$ cat src/rtl/mem_conv1d_reader_pkg.sv
// Shared constants for the conv1d memory reader:
// FSM encoding, default widths and the result-width legality check.
package mem_conv1d_reader_pkg;

  localparam int DATA_W_D = 8;
  localparam int ADDR_W_D = 3;
  localparam int W_W_D    = 8;
  localparam int OUT_W_D  = 18;

  localparam logic [1:0] S_IDLE = 2'd0;
  localparam logic [1:0] S_READ = 2'd1;
  localparam logic [1:0] S_DONE = 2'd2;

  // Three full-range products need two guard bits above the raw
  // product width to never wrap.
  function automatic bit out_w_ok(input int dw, input int ww,
                                  input int ow);
    return ow >= dw + ww + 2;
  endfunction

  localparam bit OUT_W_D_OK = out_w_ok(DATA_W_D, W_W_D, OUT_W_D);

endpackage

$ cat src/rtl/mem_conv1d_reader_mac.sv
// conv3_mac: combinational 3-tap MAC, unsigned samples x signed weights.
// Ports: i_x0..i_x2 samples (x0 oldest), i_k0..i_k2 weights, o_y result.
module conv3_mac
  import mem_conv1d_reader_pkg::*;
#(
  parameter int DATA_W = DATA_W_D,
  parameter int W_W    = W_W_D,
  parameter int OUT_W  = OUT_W_D,
  parameter int RELU   = 0
) (
  input  logic        [DATA_W-1:0] i_x0,
  input  logic        [DATA_W-1:0] i_x1,
  input  logic        [DATA_W-1:0] i_x2,
  input  logic signed [W_W-1:0]    i_k0,
  input  logic signed [W_W-1:0]    i_k1,
  input  logic signed [W_W-1:0]    i_k2,
  output logic signed [OUT_W-1:0]  o_y
);

  logic signed [OUT_W-1:0] w_x0, w_x1, w_x2;
  logic signed [OUT_W-1:0] w_k0, w_k1, w_k2;
  logic signed [OUT_W-1:0] w_p0, w_p1, w_p2;
  logic signed [OUT_W-1:0] w_sum;

  assign w_x0 = $signed({{(OUT_W-DATA_W){1'b0}}, i_x0});
  assign w_x1 = $signed({{(OUT_W-DATA_W){1'b0}}, i_x1});
  assign w_x2 = $signed({{(OUT_W-DATA_W){1'b0}}, i_x2});

  assign w_k0 = $signed({{(OUT_W-W_W){i_k0[W_W-1]}}, i_k0});
  assign w_k1 = $signed({{(OUT_W-W_W){i_k1[W_W-1]}}, i_k1});
  assign w_k2 = $signed({{(OUT_W-W_W){i_k2[W_W-1]}}, i_k2});

  assign w_p0 = w_x0 * w_k0;
  assign w_p1 = w_x1 * w_k1;
  assign w_p2 = w_x2 * w_k2;

  assign w_sum = w_p0 + w_p1 + w_p2;

  assign o_y = ((RELU != 0) && w_sum[OUT_W-1]) ? '0 : w_sum;

endmodule

$ cat src/rtl/mem_conv1d_reader.sv
// Reads every scratch-memory entry once per run and streams a 3-tap conv.
// Ports: clk/reset(async low), start, k0..k2, mem_* bus, out_*, busy, done.
module mem_conv1d_reader
  import mem_conv1d_reader_pkg::*;
#(
  parameter int DATA_W = DATA_W_D,
  parameter int ADDR_W = ADDR_W_D,
  parameter int DEPTH  = 2**ADDR_W,
  parameter int W_W    = W_W_D,
  parameter int OUT_W  = OUT_W_D,
  parameter int RELU   = 0
) (
  input  logic              clk,
  input  logic              reset,
  input  logic              start,
  input  logic [W_W-1:0]    k0,
  input  logic [W_W-1:0]    k1,
  input  logic [W_W-1:0]    k2,
  output logic              mem_rd_en,
  output logic              mem_wr_en,
  output logic [ADDR_W-1:0] mem_addr,
  input  logic [DATA_W-1:0] mem_data,
  output logic              out_valid,
  output logic [OUT_W-1:0]  out_data,
  output logic              busy,
  output logic              done
);

  localparam bit OUT_W_OK = out_w_ok(DATA_W, W_W, OUT_W);

  if (!OUT_W_OK || DEPTH < 3) begin : g_bad_cfg
    $error("mem_conv1d_reader: illegal OUT_W or DEPTH");
  end

  localparam logic [ADDR_W-1:0] LAST  = ADDR_W'(DEPTH - 1);
  localparam logic [ADDR_W-1:0] FIRST = ADDR_W'(2);

  logic [1:0]        r_state;
  logic [ADDR_W-1:0] r_addr;
  logic              r_rd_en;
  logic [DATA_W-1:0] r_w0, r_w1;
  logic [W_W-1:0]    r_k0, r_k1, r_k2;
  logic              r_out_valid;
  logic [OUT_W-1:0]  r_out_data;
  logic              r_busy;
  logic              r_done;

  logic signed [OUT_W-1:0] w_y;

  conv3_mac #(
    .DATA_W (DATA_W),
    .W_W    (W_W),
    .OUT_W  (OUT_W),
    .RELU   (RELU)
  ) u_mac (
    .i_x0 (r_w1),
    .i_x1 (r_w0),
    .i_x2 (mem_data),
    .i_k0 ($signed(r_k0)),
    .i_k1 ($signed(r_k1)),
    .i_k2 ($signed(r_k2)),
    .o_y  (w_y)
  );

  always_ff @(posedge clk or negedge reset) begin
    if (!reset) begin
      r_state     <= S_IDLE;
      r_addr      <= '0;
      r_rd_en     <= 1'b0;
      r_w0        <= '0;
      r_w1        <= '0;
      r_k0        <= '0;
      r_k1        <= '0;
      r_k2        <= '0;
      r_out_valid <= 1'b0;
      r_out_data  <= '0;
      r_busy      <= 1'b0;
      r_done      <= 1'b0;
    end else begin
      r_out_valid <= 1'b0;
      r_done      <= 1'b0;
      case (r_state)
        S_IDLE: begin
          if (start) begin
            r_state <= S_READ;
            r_k0    <= k0;
            r_k1    <= k1;
            r_k2    <= k2;
            r_addr  <= '0;
            r_rd_en <= 1'b1;
            r_w0    <= '0;
            r_w1    <= '0;
            r_busy  <= 1'b1;
          end
        end
        S_READ: begin
          r_w1 <= r_w0;
          r_w0 <= mem_data;
          // The window is full once two older samples are held.
          if (r_addr >= FIRST) begin
            r_out_valid <= 1'b1;
            r_out_data  <= w_y;
          end
          if (r_addr == LAST) begin
            r_state <= S_DONE;
            r_addr  <= '0;
            r_rd_en <= 1'b0;
            r_done  <= 1'b1;
          end else begin
            r_addr <= r_addr + 1'b1;
          end
        end
        S_DONE: begin
          r_state <= S_IDLE;
          r_busy  <= 1'b0;
        end
        default: begin
          r_state <= S_IDLE;
          r_addr  <= '0;
          r_rd_en <= 1'b0;
          r_busy  <= 1'b0;
        end
      endcase
    end
  end

  assign mem_rd_en = r_rd_en;
  assign mem_wr_en = 1'b0;
  assign mem_addr  = r_addr;
  assign out_valid = r_out_valid;
  assign out_data  = r_out_data;
  assign busy      = r_busy;
  assign done      = r_done;

endmodule

$ cat config.mk
export PLATFORM = sky130hd
export DESIGN_NAME = mem_conv1d_reader
export DESIGN_NICKNAME = d
export VERILOG_FILES = /design/src/rtl/mem_conv1d_reader_pkg.sv /design/src/rtl/mem_conv1d_reader_mac.sv /design/src/rtl/mem_conv1d_reader.sv
export SDC_FILE = /design/constraint.sdc
export NUM_CORES = 1
export LEC_CHECK = 0
export CAP_MARGIN = 20
export CORE_ASPECT_RATIO = 1.25
export CORE_UTILIZATION = 30
export CTS_CLUSTER_SIZE = 20
export DETAILED_ROUTE_END_ITERATION = 8
export GPL_TIMING_DRIVEN = 1
export PLACE_DENSITY = 0.5
export SLEW_MARGIN = 15
export SYNTH_ARGS = -nofsm -noshare
export SYNTH_HDL_FRONTEND = slang
export SYNTH_SLANG_ARGS = --single-unit
$ cat constraint.sdc
create_clock -name clk -period 14.05 [get_ports clk]
set_input_delay 1.405 -clock clk [delete_from_list [all_inputs] [get_ports clk]]
set_output_delay 1.405 -clock clk [all_outputs]
set_load 0.01 [all_outputs]
[After elaboration in Yosys (flattened, before gate mapping)]
Cells that the tools add are included.
Storage, ports and cells
  register bits after elaboration: 67
  input bits: 35
  output and inout port bits: 26
  logic and storage cells: 52
Cells by class
  add/sub/neg operators: 3
  multiply operators: 3
  order comparisons: 1
  eq/ne operators: 5
  mux-type cells: 17
  bitwise operators: 2
  reductions and logical operators: 9
Operators by type and width (number)
  $mul 9x8->17: 3
  $add 18x18->18: 2
  $pmux 8 s2: 2
  $reduce_and 2->1: 6
  $pmux 3 s3: 1
  $mux 8: 1
  $mux 1: 6
  $mux 3: 2
  $mux 2: 2
  $ne 2x2->1 const B: 2
  $pmux 2 s2: 1
  $add 3x1->3 const B: 1
  $eq 3x3->1 const B: 1
  $ge 3x2->1 const B: 1
  $pmux 1 s3: 1
  $reduce_and 3->1: 1
  $eq 2x1->1 const B: 1
  $eq 2x2->1 const B: 1
  $logic_not 2->1: 1
  $not 1->1: 2
  $pmux 1 s2: 1
  $reduce_bool 2->1: 1

[Longest topological paths before layout]
Gate-level depths: netlist of run 1.
  word-level depth: 3
  depth in mapped cells: 28
  gate-level depth less buffers: 27

[Hierarchy]
A second synthesis of run 1 with hierarchy kept.
Unflattened totals
  cell total of the unflattened synthesis: 948
  area, all modules: 9695.5 µm²
By module, submodules not included
  conv3_mac: times used 1, cells each 784, area each 7096.8 µm², sequential area each 0.0 µm²
  mem_conv1d_reader: times used 1, cells each 164, area each 2598.7 µm², sequential area each 1676.6 µm²

[Worst setup path before layout of run 1]
OpenSTA, ideal clock, no wires.
  path kind: input port to flip-flop
  start point: input mem_data[7]
  end point: register r_out_data[17], in the netlist out_data[17]
  library setup time: 0.134 ns
  arrival: 6.699 ns
  data required time: 13.916 ns
  slack: 7.217 ns
  cell stages on the path: 25
  path buffers: 2
  cell sequence: clkbuf_1 -> nand2_1 -> fa_1 -> fa_1 -> inv_1 -> fa_1 -> inv_1 -> fa_1 -> inv_1 -> ha_1 -> o21ai_0 -> nor2_1 -> o21ai_0 -> a31oi_1 -> o41a_1 -> xnor2_1 -> fa_1 -> inv_1 -> ha_1 -> clkbuf_1 -> and4_1 -> a221oi_1 -> o31ai_1 -> xnor2_1 -> o21ai_0
Between the ends
  cells in the longest elaborated chain, start to end: 2
Ends and longest elaborated chain
  start: declaration: RTL line mem_conv1d_reader.sv:22  | input logic [DATA_W-1:0] mem_data,
  $mul 9x8->17: RTL line mem_conv1d_reader_mac.sv:35  | assign w_p2 = w_x2 * w_k2;
  $add 18x18->18: RTL line mem_conv1d_reader_mac.sv:37  | assign w_sum = w_p0 + w_p1 + w_p2;
  end signal: assignment: RTL line mem_conv1d_reader.sv:102  | r_out_data <= w_y;
  end: declaration: RTL line mem_conv1d_reader.sv:44  | logic [OUT_W-1:0] r_out_data;
No other way between the ends.
A chain may end at the register's enable or synchronous reset.

[Worst setup path after layout of run 1]
Same ends and word-level chain as after synthesis.

==> flow_summary.json, run 1 <==
{
  "maxClockFrequency_ghz": 0.137,
  "yosys_warnings": 0,
  "synth-edff-count": 0,
  "yosys-mux-area-fraction": 0.0236,
  "fin_skew_ns": 0.0131,
  "largest_family_of_logic_cells_by_synthesized_area": "adder cells",
  "asyncSetResetFlopFracSynth": 1.00,
  "detailroute.wirelength.met2_um": 12700,
  "hp-class": "register to register",
  "ioPinCount": 61,
  "wl_per_cell_um": 14.6,
  "dr.first_iter.drc_count": 205,
  "finalWeightedCongestion": 0.842,
  "number_of_global_route_vias_before_repair": 7913,
  "drt_pre_antenna_iters": 4,
  "worst-endpoint-arrival_ns": 7.54,
  "cts_max_path_buffers": 2,
  "synth_compound_area_frac": 0.100,
  "die_w_um": 169,
  "tritoncts": "yes",
  "post_synth_simple_gate_area": 0.154,
  "place.detailed.hpwl_um": 20000,
  "design.core.area_mm2": 0.0343,
  "cts.sinks": 67,
  "relSlewSlack": 0.377,
  "num_vias": 7478,
  "grt_setup_unrepaired": "false",
  "synthesis.instances": 1148,
  "cts-buffers-inserted": 9,
  "postCtsSetupBuffers": 0,
  "row_count": 76,
  "grt_first_pass_wirelength_um": 41100,
  "grt_antenna_before_repair": 0,
  "worst_setup_path_end_kind": "register",
  "path_class": "primary input to register",
  "timing_worst_slew_pin_value_ns": 0.935,
  "clock-root-buffer": "sky130_fd_sc_hd__clkbuf_16",
  "layout.nets": 1504,
  "cap_viol_max_count": 0,
  "final_report_max_slew_violation_count": 0,
  "critical_path.max_fanout": 9,
  "post_synth_xor_area_fraction": 0.0386,
  "maximum_number_of_pins_on_one_net_before_global_route_repair": 68,
  "worst-endpoint-required_ns": 14.27,
  "period_minus_slack_ns": 7.31,
  "syn_nets": 1459,
  "ys_types": 58,
  "grtUsageTotal": 0.149,
  "route.detailed.vias_per_inst": 4.49,
  "cts.reportedPaths.clkPinSlew_ns": 0.06,
  "totalWireLength_um": 24400,
  "synth.yosys.seq_area_share": 0.161,
  "setup_viol": 0,
  "io_buffers": 59,
  "clk_latency_worst_skew_pair_ns": 0.36,
  "post_synth_fa_ha_maj_area_fraction": 0.423,
  "ctsResizeCount": 0,
  "outcome": "complete, no violations",
  "floorplan.initialDensity": 0.304,
  "holdBufCountCts": 0,
  "routed.top_layer": "met4",
  "metal_1_wl_um": 10800,
  "htreeDepth": 3,
  "final_antenna_net_count": 0,
  "synthToLayoutAreaGrowth_pct": 13.4,
  "met3RoutedLength_um": 424,
  "post_synth_instance_area_mm2": 0.0104,
  "yosys_most_used_dff": "sky130_fd_sc_hd__dfrtp_1",
  "route.detailed.drc": 0,
  "synth.ff_latch_count": 67,
  "post_route_fraction_of_the_period_consumed_by_the_critical_path": 0.521,
  "share_of_cells_above_drive_strength_1": 0.0451,
  "hold_violations": 0,
  "finalSetupTns_ns": 0,
  "mean_post_synth_cell_area_um2": 9.10,
  "timing.critical_path.from_type": "primary input",
  "grt-ovfl-total": 0,
  "floorplan.die_area_mm2": 0.0356,
  "die_h_um": 211
}
[cell usage in the layout (no fill, tap or decap), drive strengths merged, types with 2 or more instances in the layout]
cell             n
buf              5
nand3           10
xnor2           24
a31o             2
nor2b            7
fa             129
o21ai           47
o31a             2
nand4            4
clkinv           2
o211ai           4
a21o            15
dfrtp           67
nand2           82
nor3            10
or3              2
a22o            17
o31ai            4
mux2            21
ha             147
nand2b          18
a311oi           2
and4             2
a31oi            3
and2           126
xor2            22
o21bai           5
a21oi           34
nor2            39
a211oi           6
inv            246
clkdlybuf4s50   58
o21a             8
clkbuf           9
[stage by stage]
stage          utilization  std cells  cell area (um2)  hold slack, ns  setup slack, ns
2_1_floorplan            -       1148            10400           0.498             7.22
3_3_place_gp         0.336       1650            11500           0.465             6.46
3_5_place_dp         0.336       1650            11500           0.467             6.33
4_1_cts              0.345       1666            11800           0.484             6.67
5_1_grt              0.345       1666            11800           0.507             6.36
6_report             0.345       1667            11800           0.481             6.74
[cell families (layout without fill, tap and decap cells)]
logic type               count (synthesis)  count (layout)
AND/OR/NAND/NOR                        306             306
adder cells (fa/ha/maj)                276             276
buffers and inverters                  272             322
AO/OA/AOI/OAI                          158             158
flip-flops                              67              67
XOR/XNOR                                46              46
multiplexers                            22              22
other                                    1               2
[Yosys cell counts (2+ instances only)]
cell / count / area, um2
sky130_fd_sc_hd__buf_2: 4 / 20.0
sky130_fd_sc_hd__a21o_1: 15 / 113
sky130_fd_sc_hd__inv_1: 242 / 908
sky130_fd_sc_hd__xnor2_1: 24 / 210
sky130_fd_sc_hd__o211ai_1: 4 / 30.0
sky130_fd_sc_hd__and4_1: 2 / 17.5
sky130_fd_sc_hd__o21a_1: 8 / 60.1
sky130_fd_sc_hd__clkbuf_2: 2 / 10.0
sky130_fd_sc_hd__a31o_2: 2 / 17.5
sky130_fd_sc_hd__and2_1: 126 / 788
sky130_fd_sc_hd__o31a_1: 2 / 17.5
sky130_fd_sc_hd__clkbuf_1: 22 / 82.6
sky130_fd_sc_hd__o21ai_1: 9 / 45.0
sky130_fd_sc_hd__nand4_1: 4 / 25.0
sky130_fd_sc_hd__mux2_2: 21 / 236
sky130_fd_sc_hd__o21bai_1: 5 / 37.5
sky130_fd_sc_hd__nor2b_1: 6 / 37.5
sky130_fd_sc_hd__nor3_1: 10 / 50.1
sky130_fd_sc_hd__a311oi_1: 2 / 17.5
sky130_fd_sc_hd__nand2b_1: 18 / 113
sky130_fd_sc_hd__nand3_1: 10 / 50.1
sky130_fd_sc_hd__ha_1: 147 / 1840
sky130_fd_sc_hd__a21oi_1: 34 / 170
sky130_fd_sc_hd__fa_1: 129 / 2580
sky130_fd_sc_hd__nor2_1: 39 / 146
sky130_fd_sc_hd__o21ai_2: 2 / 17.5
sky130_fd_sc_hd__a22o_1: 17 / 149
sky130_fd_sc_hd__o21ai_0: 36 / 180
sky130_fd_sc_hd__a211oi_1: 5 / 37.5
sky130_fd_sc_hd__xor2_1: 22 / 193
sky130_fd_sc_hd__nand2_1: 82 / 308
sky130_fd_sc_hd__o31ai_1: 3 / 22.5
sky130_fd_sc_hd__a31oi_1: 3 / 18.8
sky130_fd_sc_hd__dfrtp_1: 67 / 1680
[sequential cells by signal, indices dropped and copies added (netlist names)]
name	count
r_w1	8
mem_addr	3
done	1
mem_rd_en	1
r_w0	8
out_valid	1
r_state	2
r_k0	8
out_data	18
busy	1
r_k2	8
r_k1	8
[layout make-up]
cell class,count,area (um2)
repair buffers,63,618
multi-input cells,809,7740
flip-flops and latches,67,1680
diodes,1,2.50
well taps,468,586
clock buffers,9,225
fillers,3596,22500
inverters,243,912
clock inverters,7,80.1
[worst max-delay path: stages]
cell and delay [ns]:
sky130_fd_sc_hd__clkdlybuf4s50_1 0.67, sky130_fd_sc_hd__nand2_1 0.13, sky130_fd_sc_hd__fa_1 0.50, sky130_fd_sc_hd__fa_1 0.53, sky130_fd_sc_hd__inv_1 0.06, sky130_fd_sc_hd__fa_1 0.52, sky130_fd_sc_hd__inv_1 0.05, sky130_fd_sc_hd__fa_1 0.47
sky130_fd_sc_hd__inv_1 0.04, sky130_fd_sc_hd__ha_1 0.32, sky130_fd_sc_hd__o211a_1 0.24, sky130_fd_sc_hd__o31ai_1 0.09, sky130_fd_sc_hd__a21oi_1 0.16, sky130_fd_sc_hd__nor3_1 0.23, sky130_fd_sc_hd__o21ai_0 0.15, sky130_fd_sc_hd__xnor2_1 0.23
sky130_fd_sc_hd__fa_1 0.49, sky130_fd_sc_hd__ha_1 0.37, sky130_fd_sc_hd__and4_1 0.21, sky130_fd_sc_hd__a221oi_1 0.27, sky130_fd_sc_hd__o31ai_1 0.14, sky130_fd_sc_hd__xnor2_1 0.16, sky130_fd_sc_hd__o21ai_0 0.09
[metal layers]
metal | global-route usage | up-vias
met5 | 0 | -
met4 | 0.0455 | 0
met3 | 0.0152 | 20
met2 | 0.270 | 72
met1 | 0.185 | 3670
li1 | - | 3716
[path summary, 6_finish.rpt]
path / cells past startpoint / end / slack, ns / start
worst max-delay path: 23 / out_data[17] / 6.74 / mem_data[7]
worst min-delay path: 2 / out_data[1] / 0.48 / out_data[1]
worst max register to register: 21 / out_data[17] / 7.10 / r_k1[7]
worst min register to register: 2 / out_data[1] / 0.48 / out_data[1]
max in group asynchronous: 1 / out_data[12] / 12.25 / reset
min in group asynchronous: 1 / r_k1[6] / 1.17 / reset
Power of run 1 is not shown: default switching activity piles up to over one toggle a cycle in this logic, so the estimate is an artifact.
==> run 2, diff against run 1 <==
--- a/config.mk
+++ b/config.mk
@@ -11,7 +11,7 @@
 export CTS_CLUSTER_SIZE = 20
 export DETAILED_ROUTE_END_ITERATION = 8
 export GPL_TIMING_DRIVEN = 1
-export PLACE_DENSITY = 0.5
+export PLACE_DENSITY = 0.51
 export SLEW_MARGIN = 15
 export SYNTH_ARGS = -nofsm -noshare
 export SYNTH_HDL_FRONTEND = slang
==> constraint.sdc (replaced) <==
create_clock -name clk -period 6.1 [get_ports clk]
set_input_delay 0.61 -clock clk [delete_from_list [all_inputs] [get_ports clk]]
set_output_delay 0.61 -clock clk [all_outputs]
set_load 0.01 [all_outputs]
==> run 2 against run 1 <==
Net effect:
- sequential cell count stayed put
- setup slack worse by 6.6 ns
- non-clock buffer count is 150 higher
- first-iteration DRC count is 29% higher
- count of clock-buffer cells in the layout is 2 higher
- clock skew is 0.0028 ns lower
- worst hold slack worse by 0.098 ns
- routed wire length is 5.8% higher
- design area is 14% higher
- sequential share of layout area is 1.5 points lower
- highest routed layer unchanged
==> flow_summary.json, run 2 (same netlist as run 1, synthesis figures left out) <==
{
  "ioPinCount": 61,
  "critical_path.n_buffers_inverters": 3,
  "floorplan.die_area_mm2": 0.0356,
  "worst_setup_path_end_kind": "register",
  "largest_reg_flops": 18,
  "tritoncts": "yes",
  "worst-endpoint-arrival_ns": 6.18,
  "setup_viol": 0,
  "grtUsageTotal": 0.153,
  "dr.first_iter.drc_count": 265,
  "totalWireLength_um": 25800,
  "cts.reportedPaths.clkPinSlew_ns": 0.07,
  "layout.nets": 1654,
  "drt_pre_antenna_iters": 4,
  "row_count": 76,
  "grt_antenna_before_repair": 0,
  "finish.cell_count_without_fillers": 1816,
  "final_antenna_net_count": 0,
  "timing_worst_slew_pin_value_ns": 0.946,
  "cts.sinks": 67,
  "clk_latency_worst_skew_pair_ns": 0.36,
  "share_of_cells_above_drive_strength_1": 0.223,
  "crit_path_frequent_cell": "sky130_fd_sc_hd__fa_1",
  "critical_path.max_fanout": 5,
  "dp_cells": 1781,
  "grt_first_pass_wirelength_um": 42700,
  "cts_max_path_buffers": 2,
  "design.core.area_mm2": 0.0343,
  "num_vias": 8124,
  "htreeDepth": 3,
  "hold_violations": 0,
  "place.detailed.hpwl_um": 21300,
  "final_report_max_slew_violation_count": 0,
  "relSlewSlack": 0.369,
  "period_minus_slack_ns": 5.95,
  "cap_viol_max_count": 0,
  "finalWeightedCongestion": 0.849,
  "synthToLayoutAreaGrowth_pct": 28.7,
  "clock-root-buffer": "sky130_fd_sc_hd__clkbuf_16",
  "diodes": 0,
  "route.detailed.vias_per_inst": 4.47,
  "floorplan.initialDensity": 0.304,
  "maxClockFrequency_ghz": 0.168,
  "reg2reg_setup_slack_ns": 0.15,
  "number_of_global_route_vias_before_repair": 8488,
  "wl_per_cell_um": 14.2,
  "layout_common_cells": "231 x sky130_fd_sc_hd__inv_1, 152 x sky130_fd_sc_hd__buf_4, 130 x sky130_fd_sc_hd__ha_1",
  "critPathSlowestCell": "sky130_fd_sc_hd__fa_1",
  "grt-ovfl-total": 0,
  "timing.critical_path.from_type": "register",
  "post_route_fraction_of_the_period_consumed_by_the_critical_path": 0.975,
  "crit_path_cell_trace": "and2_4 > fa_1 > fa_1 > fa_1 > inv_1 > fa_1 > inv_1 > ha_1 > o21ai_2 > a211oi_2 > or3_4 > o31a_1 > xnor2_2 > fa_1 > inv_2 > ha_4 > a21oi_2 > o21ai_2 > a221oi_2 > o31ai_2 > xnor2_1 > o21ai_1",
  "detailedPlace.worstSlack_ns": -0.522,
  "die_h_um": 211,
  "outcome": "complete, no violations",
  "hp-class": "primary input to asynchronous set/reset pin",
  "die_w_um": 169,
  "slowest_delay_ns": 0.56,
  "critical-path-top-delay-family": "adder cells",
  "fin_skew_ns": 0.0102,
  "setup_ws_ns": 0.154,
  "maximum_number_of_pins_on_one_net_before_global_route_repair": 68,
  "final_core_util": 0.392,
  "worst-endpoint-required_ns": 6.34,
  "mostFrequentLayoutCell": "sky130_fd_sc_hd__inv_1",
  "io_buffers": 59,
  "cts-buffers-inserted": 9,
  "path_class": "register to register",
  "route.detailed.drc": 0
}
[run 2: path summary, 6_finish.rpt]
path                       depth (start not counted)   startpoint           end
setup / recovery                                  22      r_w1[6]  out_data[17]
hold / removal                                     1        reset       r_k1[2]
setup reg to reg                                  22      r_w1[6]  out_data[17]
hold reg to reg                                    2  out_data[1]   out_data[1]
max in group asynchronous                          1        reset       r_k0[4]
min in group clk                                   2  out_data[1]   out_data[1]
[run 2: metrics by stage]
stage                     hold WS [ns]  cell area, um2  setup TNS [ns]
after floorplan                  0.314           10400               0
after global placement           0.466           12500           -2.72
after detailed placement         0.473           12500           -2.89
after CTS                        0.437           12900               0
after global routing             0.478           13400         -0.0861
final                            0.383           13400               0
[run 2: cell type report]
| class | instances | area [um2] |
|---|---|---|
| fill | 3496 | 20900 |
| clock buffer | 11 | 253 |
| sequential | 67 | 1700 |
| clock inverter | 5 | 67.6 |
| tap | 468 | 586 |
| multi-input combinational | 809 | 8170 |
| inverter | 243 | 912 |
| timing repair buffer | 213 | 1750 |
[run 2: timing repair]
action,CTS,global route
hold buffers,0,0
setup endpoints to repair,5,7
buffers inserted,2,19
resized for setup,29,97
pin swaps,13,63
[run 2: worst register-to-register path: cells and delay by family, from the launching register on]
kind / cells / cell delay [ns]
XOR/XNOR: 2 / 0.35
flip-flops: 1 / 0.47
AO/OA/AOI/OAI: 8 / 1.26
buffers and inverters: 3 / 0.15
AND/OR/NAND/NOR: 2 / 0.51
adder cells (fa/ha/maj): 7 / 3.08
[run 2: metal layers]
layer,vias up,wire length (um),global-route usage
met3,25,426,0.0165
met1,4006,11300,0.186
met4,0,446,0.0473
met2,80,13600,0.282
li1,4013,-,-
met5,-,0,0
Power of run 2 is left out for the same reason.
==> run 3, diff against run 2 <==
--- a/config.mk
+++ b/config.mk
@@ -7,6 +7,7 @@
 export LEC_CHECK = 0
 export CAP_MARGIN = 20
 export CORE_ASPECT_RATIO = 1.25
+export CORE_MARGIN = 2
 export CORE_UTILIZATION = 30
 export CTS_CLUSTER_SIZE = 20
 export DETAILED_ROUTE_END_ITERATION = 8
==> run 3 against run 2 <==
Net effect:
- final cell count rose by 0.22%
- sequential share of layout area about the same
- sequential cell count unchanged
- global-route usage up 0.052 points
- critical path depth up 4
- non-clock buffer count increased by 4
- via count is essentially flat
- critical endpoint unchanged
==> flow_summary.json, run 3 (same netlist as run 1, synthesis figures left out) <==
{
  "outcome": "complete, no violations",
  "worst-endpoint-arrival_ns": 6.15,
  "num_vias": 8122,
  "period_minus_slack_ns": 5.91,
  "cts.sinks": 67,
  "critical_path.max_fanout": 4,
  "final_antenna_net_count": 0,
  "number_of_global_route_vias_before_repair": 8556,
  "area_occupied_by_multi_input_gates_mm2": 0.00817,
  "worst-endpoint-required_ns": 6.33,
  "crit_path_frequent_cell": "sky130_fd_sc_hd__fa_1",
  "htreeDepth": 3,
  "hold_violations": 0,
  "fin_skew_ns": 0.0190,
  "detailedPlace.worstSlack_ns": -0.556,
  "path_class": "register to register",
  "route.detailed.vias_per_inst": 4.46,
  "design.core.area_mm2": 0.0344,
  "io_buffers": 59,
  "worst_setup_path_end_kind": "register",
  "cts_max_path_buffers": 2,
  "relSlewSlack": 0.360,
  "grt_antenna_before_repair": 0,
  "setup_ws_ns": 0.186,
  "clock-root-buffer": "sky130_fd_sc_hd__clkbuf_16",
  "grtUsageTotal": 0.154,
  "largest_reg_flops": 18,
  "drt_pre_antenna_iters": 4,
  "route.detailed.drc": 0,
  "die_h_um": 213,
  "finalWeightedCongestion": 0.853,
  "layout.filler_cells": 3540,
  "dr.first_iter.drc_count": 231,
  "cts-buffers-inserted": 9,
  "timing.critical_path.from_type": "register",
  "mostFrequentLayoutCell": "sky130_fd_sc_hd__inv_1",
  "row_count": 76,
  "diodes": 0,
  "hp-class": "primary input to asynchronous set/reset pin",
  "synthToLayoutAreaGrowth_pct": 29.0,
  "wl_per_cell_um": 14.5,
  "critical-path-top-delay-family": "adder cells",
  "cts.reportedPaths.clkPinSlew_ns": 0.07,
  "grt-ovfl-total": 0,
  "floorplan.die_area_mm2": 0.0363,
  "slowest_delay_ns": 0.55,
  "maxClockFrequency_ghz": 0.169,
  "final_report_max_slew_violation_count": 0,
  "maximum_number_of_pins_on_one_net_before_global_route_repair": 68,
  "critPathSlowestCell": "sky130_fd_sc_hd__fa_1",
  "ioPinCount": 61,
  "share_of_cells_above_drive_strength_1": 0.232,
  "layout_common_cells": "231 x sky130_fd_sc_hd__inv_1, 152 x sky130_fd_sc_hd__buf_4, 132 x sky130_fd_sc_hd__ha_1",
  "tritoncts": "yes",
  "floorplan.initialDensity": 0.303,
  "timing_worst_slew_pin_value_ns": 0.960,
  "critical_path.n_buffers_inverters": 6,
  "grt_first_pass_wirelength_um": 43500,
  "post_route_fraction_of_the_period_consumed_by_the_critical_path": 0.970,
  "totalWireLength_um": 26400,
  "grt_setup_unrepaired": "true",
  "die_w_um": 171,
  "setup_viol": 0,
  "layout.nets": 1658,
  "place.detailed.hpwl_um": 21700,
  "register_area_mm2": 0.00171,
  "clk_latency_worst_skew_pair_ns": 0.37,
  "cap_viol_max_count": 0
}
[run 3: cell count changes in the layout (fill, tap and decap cells not counted), moves of 3 or more]
cell                      delta
sky130_fd_sc_hd__and2_1      -3
sky130_fd_sc_hd__o21ai_1     +3
sky130_fd_sc_hd__dfrtp_1     -4
sky130_fd_sc_hd__a21oi_1     +3
sky130_fd_sc_hd__buf_6       +4
sky130_fd_sc_hd__and2_4      +3
sky130_fd_sc_hd__dfrtp_2     +4
[run 3: per-stage QoR]
| stage | instance area, um2 | hold slack [ns] | utilization | cells | setup TNS (ns) |
|---|---|---|---|---|---|
| finish | 13500 | 0.390 | 0.392 | 1820 | 0 |
| global route | 13500 | 0.468 | 0.392 | 1820 | -0.124 |
| CTS | 13000 | 0.428 | 0.377 | 1806 | 0 |
| detailed placement | 12500 | 0.473 | 0.364 | 1784 | -3.11 |
| global placement | 12500 | 0.466 | 0.364 | 1784 | -2.73 |
| floorplan | 10400 | 0.314 | - | 1148 | 0 |
[run 3: path summary, 6_finish.rpt]
kind                                end  cells past startpoint         from  slack (ns)
max                        out_data[17]                     26      r_w0[4]        0.19
min                             r_k1[7]                      1        reset        0.39
max reg2reg                out_data[17]                     26      r_w0[4]        0.19
min reg2reg                 out_data[2]                      2  out_data[2]        0.49
max in group asynchronous       r_k0[6]                      1        reset        5.01
min in group clk            out_data[2]                      2  out_data[2]        0.49
[run 3: final cells by class]
| type | count | share of cell area |
|---|---|---|
| multi-input cells | 809 | 0.606 |
| inverters | 243 | 0.0677 |
| clock inverters | 7 | 0.00613 |
| clock buffers | 9 | 0.0167 |
| flip-flops and latches | 67 | 0.127 |
| well taps | 468 | 0.0434 |
| repair buffers | 217 | 0.134 |
[run 3: routing by layer]
| metal | up-vias | track usage | routed length [um] |
|---|---|---|---|
| met1 | 4012 | 0.193 | 11400 |
| met2 | 74 | 0.281 | 14100 |
| met5 | - | 0 | 0 |
| met3 | 15 | 0.0179 | 577 |
| li1 | 4021 | - | - |
| met4 | 0 | 0.0354 | 305 |
[run 3: repair_timing]
item                       in CTS  in global routing
hold buffers                    0                  0
setup endpoints to repair       4                  9
pin swaps                       9                 62
hold endpoints to repair        0                  0
buffers inserted                6                 16
resized for setup              36                104
Power of run 3 is left out for the same reason.
